$ cat src/rtl/mem_port_arbiter.sv
// Single-port memory arbiter between instruction fetch and data access, with req/ack sequencing and stalls.
// Optional ARB_ROUND_ROBIN_EN: alternate priority on simultaneous requests (default: DATA over FETCH).
module mem_port_arbiter #(
    parameter int ADDR_W  = 64,
    parameter int DATA_W  = 64,
    parameter int TIMEOUT = 255
) (
    input  logic                clk_i,
    input  logic                rst_i,
    input  logic                i_req_i,
    input  logic [ADDR_W-1:0]   i_addr_i,
    output logic [DATA_W-1:0]   i_rdata_o,
    output logic                i_ready_o,
    output logic                i_stall_o,
    input  logic                d_req_i,
    input  logic                d_we_i,
    input  logic [DATA_W/8-1:0] d_be_i,
    input  logic [ADDR_W-1:0]   d_addr_i,
    input  logic [DATA_W-1:0]   d_wdata_i,
    output logic [DATA_W-1:0]   d_rdata_o,
    output logic                d_ready_o,
    output logic                d_stall_o,
    output logic                mem_req_o,
    output logic                mem_we_o,
    output logic [DATA_W/8-1:0] mem_be_o,
    output logic [ADDR_W-1:0]   mem_addr_o,
    output logic [DATA_W-1:0]   mem_wdata_o,
    input  logic                mem_ack_i,
    input  logic [DATA_W-1:0]   mem_rdata_i,
    output logic                err_o
);
    localparam int BE_W    = DATA_W / 8;
    localparam int CNT_W   = (TIMEOUT > 0) ? $clog2(TIMEOUT + 1) : 1;
    localparam int TO_LAST = (TIMEOUT > 0) ? TIMEOUT - 1 : 0;

    typedef enum logic [1:0] {S_IDLE, S_FETCH, S_DATA} state_t;

    state_t              state_q, state_d;
    logic [ADDR_W-1:0]   addr_q, addr_d;
    logic                we_q, we_d;
    logic [BE_W-1:0]     be_q, be_d;
    logic [DATA_W-1:0]   wdata_q, wdata_d;
    logic [CNT_W-1:0]    cnt_q, cnt_d;
    logic [DATA_W-1:0]   i_rdata_q, i_rdata_d;
    logic [DATA_W-1:0]   d_rdata_q, d_rdata_d;
    logic                i_ready_q, i_ready_d;
    logic                d_ready_q, d_ready_d;
    logic                err_q, err_d;
    logic                i_elig, d_elig;
    logic                grant_i, grant_d;
    logic                timeout_hit;

    // A requester completing this cycle still holds req; masking stops a duplicate grant.
    assign i_elig = i_req_i & ~i_ready_q;
    assign d_elig = d_req_i & ~d_ready_q;

`ifdef ARB_ROUND_ROBIN_EN
    logic prio_data_q;

    assign grant_d = (state_q == S_IDLE) & d_elig & (~i_elig | prio_data_q);

    always_ff @(posedge clk_i) begin
        if (rst_i) begin
            prio_data_q <= 1'b1;
        end else if (grant_d) begin
            prio_data_q <= 1'b0;
        end else if (grant_i) begin
            prio_data_q <= 1'b1;
        end
    end
`else
    assign grant_d = (state_q == S_IDLE) & d_elig;
`endif

    assign grant_i = (state_q == S_IDLE) & i_elig & ~grant_d;

    // Abort on the last allowed wait cycle, so mem_req_o is held for exactly TIMEOUT unacked cycles.
    assign timeout_hit = (TIMEOUT > 0) && !mem_ack_i && (cnt_q == CNT_W'(TO_LAST));

    always_comb begin
        // NOTE: every variable gets a default first so no path leaves it unassigned (no latches).
        state_d   = state_q;
        addr_d    = addr_q;
        we_d      = we_q;
        be_d      = be_q;
        wdata_d   = wdata_q;
        cnt_d     = cnt_q;
        i_rdata_d = i_rdata_q;
        d_rdata_d = d_rdata_q;
        i_ready_d = 1'b0;
        d_ready_d = 1'b0;
        err_d     = 1'b0;

        case (state_q)
            S_IDLE: begin
                cnt_d = '0;
                if (grant_d) begin
                    state_d = S_DATA;
                    addr_d  = d_addr_i;
                    we_d    = d_we_i;
                    be_d    = d_we_i ? d_be_i : '1;
                    wdata_d = d_wdata_i;
                end else if (grant_i) begin
                    state_d = S_FETCH;
                    addr_d  = i_addr_i;
                    we_d    = 1'b0;
                    be_d    = '1;
                    wdata_d = '0;
                end
            end
            S_FETCH, S_DATA: begin
                if (mem_ack_i) begin
                    state_d = S_IDLE;
                    if (state_q == S_FETCH) begin
                        i_rdata_d = mem_rdata_i;
                        i_ready_d = 1'b1;
                    end else begin
                        d_rdata_d = we_q ? '0 : mem_rdata_i;
                        d_ready_d = 1'b1;
                    end
                end else if (timeout_hit) begin
                    state_d = S_IDLE;
                    err_d   = 1'b1;
                    if (state_q == S_FETCH) begin
                        i_rdata_d = '0;
                        i_ready_d = 1'b1;
                    end else begin
                        d_rdata_d = '0;
                        d_ready_d = 1'b1;
                    end
                end else begin
                    cnt_d = cnt_q + 1'b1;
                end
            end
            default: state_d = S_IDLE;
        endcase
    end

    always_ff @(posedge clk_i) begin
        // NOTE: state updates use non-blocking assignments so all registers see pre-edge values.
        if (rst_i) begin
            state_q   <= S_IDLE;
            addr_q    <= '0;
            we_q      <= 1'b0;
            be_q      <= '0;
            wdata_q   <= '0;
            cnt_q     <= '0;
            i_rdata_q <= '0;
            d_rdata_q <= '0;
            i_ready_q <= 1'b0;
            d_ready_q <= 1'b0;
            err_q     <= 1'b0;
        end else begin
            state_q   <= state_d;
            addr_q    <= addr_d;
            we_q      <= we_d;
            be_q      <= be_d;
            wdata_q   <= wdata_d;
            cnt_q     <= cnt_d;
            i_rdata_q <= i_rdata_d;
            d_rdata_q <= d_rdata_d;
            i_ready_q <= i_ready_d;
            d_ready_q <= d_ready_d;
            err_q     <= err_d;
        end
    end

    assign mem_req_o   = (state_q != S_IDLE);
    assign mem_we_o    = we_q;
    assign mem_be_o    = be_q;
    assign mem_addr_o  = addr_q;
    assign mem_wdata_o = wdata_q;
    assign i_rdata_o   = i_rdata_q;
    assign d_rdata_o   = d_rdata_q;
    assign i_ready_o   = i_ready_q;
    assign d_ready_o   = d_ready_q;
    assign err_o       = err_q;
    assign i_stall_o   = i_req_i & ~i_ready_q;
    assign d_stall_o   = d_req_i & ~d_ready_q;

endmodule

$ cat config.mk
export PLATFORM = sky130hd
export DESIGN_NAME = mem_port_arbiter
export DESIGN_NICKNAME = d
export VERILOG_FILES = /design/src/rtl/mem_port_arbiter.sv
export SDC_FILE = /design/constraint.sdc
export NUM_CORES = 1
export LEC_CHECK = 0
export CAP_MARGIN = 20
export CORE_AREA = 2 2 211 213
export CTS_BUF_LIST = sky130_fd_sc_hd__clkbuf_8
export DETAILED_ROUTE_END_ITERATION = 16
export DIE_AREA = 0 0 213 215
export GPL_ROUTABILITY_DRIVEN = 0
export PLACE_DENSITY = 0.55
export SLEW_MARGIN = 15
export SYNTH_ARGS = -nofsm -noshare
export SYNTH_HDL_FRONTEND = slang
export SYNTH_SLANG_ARGS = --single-unit
$ cat constraint.sdc
create_clock -name clk_i -period 5 [get_ports clk_i]
set_input_delay 1 -clock clk_i [delete_from_list [all_inputs] [get_ports clk_i]]
set_output_delay 1 -clock clk_i [all_outputs]
set_load 0.005 [all_outputs]
After elaboration in Yosys (flattened, before gate mapping):

Index checks and enable logic that the tools add are counted.

* register bits: 278
* latch bits: 0
* bits in writable memories: 0
* bits in read-only memories: 0
* bits of input ports: 270
* output and inout port bits: 271
* logic and storage cells: 77
* memories: 0

* add/subtract/negate cells: 1
* $mul: 0
* div/mod/pow operators: 0
* order comparisons: 0
* equal/unequal tests: 7
* shift-type cells: 0
* muxes and demuxes: 33
* bitwise gates (word level): 10
* reductions and logical operators: 15

Operators with widths (count)
* $mux W64: 13
* $mux W8: 5
* $pmux W8 S2: 1
* $mux W1: 9
* $reduce_and A3 Y1: 3
* $add A8 B1 Y8 const B: 1
* $eq A8 B8 Y1 const B: 1
* $mux W2: 4
* $reduce_bool A2 Y1: 4
* $ne A3 B3 Y1 const B: 2
* $and A1 B1 Y1: 5
* $not A1 Y1: 5
* $ne A2 B2 Y1 const B: 2
* $pmux W2 S2: 1
* $reduce_and A2 Y1: 2
* $reduce_or A2 Y1: 2
* $reduce_or A3 Y1: 1
* $eq A2 B1 Y1 const B: 1
* $eq A2 B2 Y1 const B: 1
* $logic_not A2 Y1: 1
* $logic_and A1 B1 Y1: 1
* $logic_not A1 Y1: 1

Depth between registers and ports, before layout:

* depth after elaboration: 8
* mapped depth: 8
* gate-level depth less buffers: 6

Worst setup path after synthesis:

No wires, ideal clock.

* path kind: in2out
* from: input i_req_i
* to: output i_stall_o
* arrival: 1.251 ns
* data required time: 4.000 ns
* setup slack: 2.749 ns
* stages: 1
* path buffers: 0
* cells stage by stage: nor2b_1

* cells in the longest elaborated chain, start to end: 1

RTL lines
* from (decl): RTL line 10 `input logic i_req_i,`
* $and A1 B1 Y1: RTL line 178 `assign i_stall_o = i_req_i & ~i_ready_q;`
* to (decl): RTL line 14 `output logic i_stall_o,`

Every way passes these cells.

Worst setup path in the final report:

Ends and elaborated chain as after synthesis.

==> flow_metrics.py <==
metrics = {
    "detailed_routing": {
        "wl_per_cell_um": 18.2,
        "vias": 9269,
        "drc": 0,
        "drt_wl_total_mm": 37.4,
        "drtIter0Drc": 529,
        "antenna_left": 0,
        "vias_per_cell": 4.51,
        "firstDrtPassIters": 5,
    },
    "synth": {
        "syn_inst": 904,
        "syn_area_per_cell_um2": 10.7,
        "ys_top_cells_by_area": "dfxtp_1 58%, a22o_1 12%, o221ai_1 5.8%",
        "synth_seq_area_share_pct": 57.7,
        "synthDistinctLibCells": 42,
        "ys_warn_count": 0,
        "ys_ff_latch": 278,
        "yosys.area.top_type": "dfxtp_1",
        "synth_fp_nets": 1178,
        "synthDominantCellAreaShare_pct": 57.7,
        "synth_area_um2": 9650,
    },
    "sta": {
        "post-route-min-period_ns": 3.52,
        "finalClockSkew_ns": 0.0221,
        "slew_headroom_pct": 37.2,
        "period_share_pct": 70.3,
        "setup-violations-final": 0,
        "drv_slew": 0,
        "hold_viol_final": 0,
        "max_freq_mhz": 284,
        "final.setup.tns_ns": 0,
        "tightest_slew_ns": 0.938,
        "rsz0062_at_grt": "no",
    },
    "floorplanning": {
        "die_area_um2": 45800,
        "core_area_um2": 43600,
        "die_w_um": 213,
        "die_h_um": 215,
        "rows": 77,
        "pin_count": 541,
        "start_util_pct": 22.1,
    },
    "finish": {
        "areaGrowthSynthToFinish_pct": 71.5,
        "stdcell_area_um2": 16600,
        "final_core_util_pct": 37.9,
        "num-fill-cells": 4358,
        "final_common_cell": "clkdlybuf4s50_1",
        "layout.cells.most_common_list": "539 x clkdlybuf4s50_1, 278 x dfxtp_1, 128 x a22o_1",
        "fin_nets": 1697,
        "drive_above_1_share_pct": 7.05,
    },
    "grt": {
        "grt_pass1_vias": 9441,
        "grt_overflow": 0,
        "grt_usage_pct": 15.6,
        "grt_max_degree": 82,
        "antenna_found_initial": 3,
        "grt_pass1_wl_mm": 56.1,
    },
    "clock_network": {
        "post_cts_buffers": 0,
        "numClockSinks": 278,
        "cts_tree": "yes",
        "clk_pin_slew_ns": 0.05,
        "cts_root_buf": "clkbuf_8",
        "clk_latency_ns": 0.59,
        "ctsResizeCount": 0,
        "cts_buffers": 50,
        "max-clock-path-buffers": 3,
        "cts_htree_levels": 2,
        "hold_buffers": 0,
    },
    "critical_path": {
        "start_kind": "input pin",
        "regToRegStartpoint": "state_q[1]$_SDFFE_PP0P_",
        "crit_type": "input pin to output pin",
        "r2r_end": "mem_addr_o[2]$_SDFFE_PP0P_",
        "r2r_slack_ns": 2.44,
        "endpoint": "i_stall_o",
        "crit_path_max_fanout": 5,
        "cpMostUsedCell": "clkdlybuf4s50_1",
        "cp_data_arrival_time_ns": 2.52,
        "worstRegToRegCells": 6,
        "cp-startpoint": "i_req_i",
        "cp-end-kind": "output pin",
        "slowest_delay_ns": 0.61,
        "worstPathRequired_ns": 4.00,
        "slowest_stage": "clkdlybuf4s50_1",
        "cp_cell_sequence": "clkdlybuf4s50_1, nor2b_1, clkdlybuf4s50_1",
    },
    "power": {
        "p_per_area_nw_per_um2": 365,
        "ir_worst_vdd_v": 0.000203,
        "p_leak_uw": 0.00608,
    },
    "placed_design": {
        "place_hpwl_mm": 26.2,
        "place_area_um2": 15400,
        "port_buffers": 540,
    },
    "status": {
        "outcome": "completed",
    },
    "job": {
        "maxCapViolations": 0,
    },
    "hold_path": {
        "hold_path_class": "flop to flop",
    },
}
[worst max-delay path: cells and delay by family]
family / cells / cell delay, ns
and+or+nand+nor: 1 / 0.47
buffers and inverters: 2 / 1.05
[sequential cells by signal, summed over array words and instances, names as in the netlist]
| name | flops |
|---|---|
| d_rdata_o | 64 |
| err_o | 1 |
| mem_wdata_o | 64 |
| cnt_q | 8 |
| i_rdata_o | 64 |
| d_ready_o | 1 |
| state_q | 2 |
| mem_we_o | 1 |
| i_ready_o | 1 |
| mem_be_o | 8 |
| mem_addr_o | 64 |
[power by group]
group | switching (µW) | internal (µW)
registers | 98.3 | 2400
clock network | 955 | 1370
logic | 550 | 671
total | 1600 | 4440
[cells by family after synthesis]
family,Yosys count,synth area share [%]
buf+inv,95,5.60
flops,278,57.7
fa+ha+maj,4,0.518
mux,3,0.324
simple gates,173,7.63
compound gates,350,28.2
xor+xnor,1,0.0907
[final cells by class]
type                       instances  area (µm²)  share of cell area, %
inverter                           8        30.0                  0.181
clock buffer                      65         895                   5.40
clock inverter                    25         216                   1.31
tap                              592         741                   4.47
antenna                            1        2.50                 0.0151
sequential                       278        5570                   33.6
timing repair buffer             554        5530                   33.4
multi-input combinational        531        3570                   21.6
[metrics by stage]
step	cells	total power [µW]	hold WS, ns	worst slack [ns]
global placement	1963	3760	0.437	1.51
finish	2054	6040	0.449	1.48
detailed placement	1963	3770	0.442	1.48
floorplan	904	3040	0.445	2.75
global route	2054	6370	0.466	1.45
CTS	2053	6170	0.450	1.50
[synthesized netlist by cell type, drive strengths merged]
library cell and number:
a2111oi 1, o21ai 2, mux2i 2, a22o 128
a21oi 70, and3 3, a21o 2, nand2b 5
a31oi 2, nor2 78, or3 2, o21a 1
o221ai 64, and4 1, a211oi 1, nor3 2
nand2 72, o32ai 2, nand3 4, xor2 1
and2b 1, nand4 1, mux2 1, and3b 1
nor4 1, o21bai 1, nor2b 2, clkbuf 29
ha 4, o211ai 3, inv 8, o22ai 9
dfxtp 278, buf 58, a22oi 64
[layer usage]
metal / GRT usage [%] / wire [µm]
met1: 17.6 / 14700
met2: 26.1 / 17800
met3: 6.56 / 3960
met4: 5.57 / 942
met5: 0 / 13
[how the worst min path moves through the flow]
stage                                            from                     endpoint  slack (ns)  cells past startpoint
after floorplan                 cnt_q[0]$_SDFFE_PP0P_        cnt_q[0]$_SDFFE_PP0P_        0.44                      1
after global placement    mem_addr_o[26]$_SDFFE_PP0P_  mem_addr_o[26]$_SDFFE_PP0P_        0.44                      2
after detailed placement  mem_addr_o[18]$_SDFFE_PP0P_  mem_addr_o[18]$_SDFFE_PP0P_        0.44                      2
after CTS                 mem_addr_o[18]$_SDFFE_PP0P_  mem_addr_o[18]$_SDFFE_PP0P_        0.45                      2
after global routing      mem_addr_o[12]$_SDFFE_PP0P_  mem_addr_o[12]$_SDFFE_PP0P_        0.47                      2
final                     mem_addr_o[63]$_SDFFE_PP0P_  mem_addr_o[63]$_SDFFE_PP0P_        0.45                      2
Note: power is estimated with default switching activity, not from simulation.
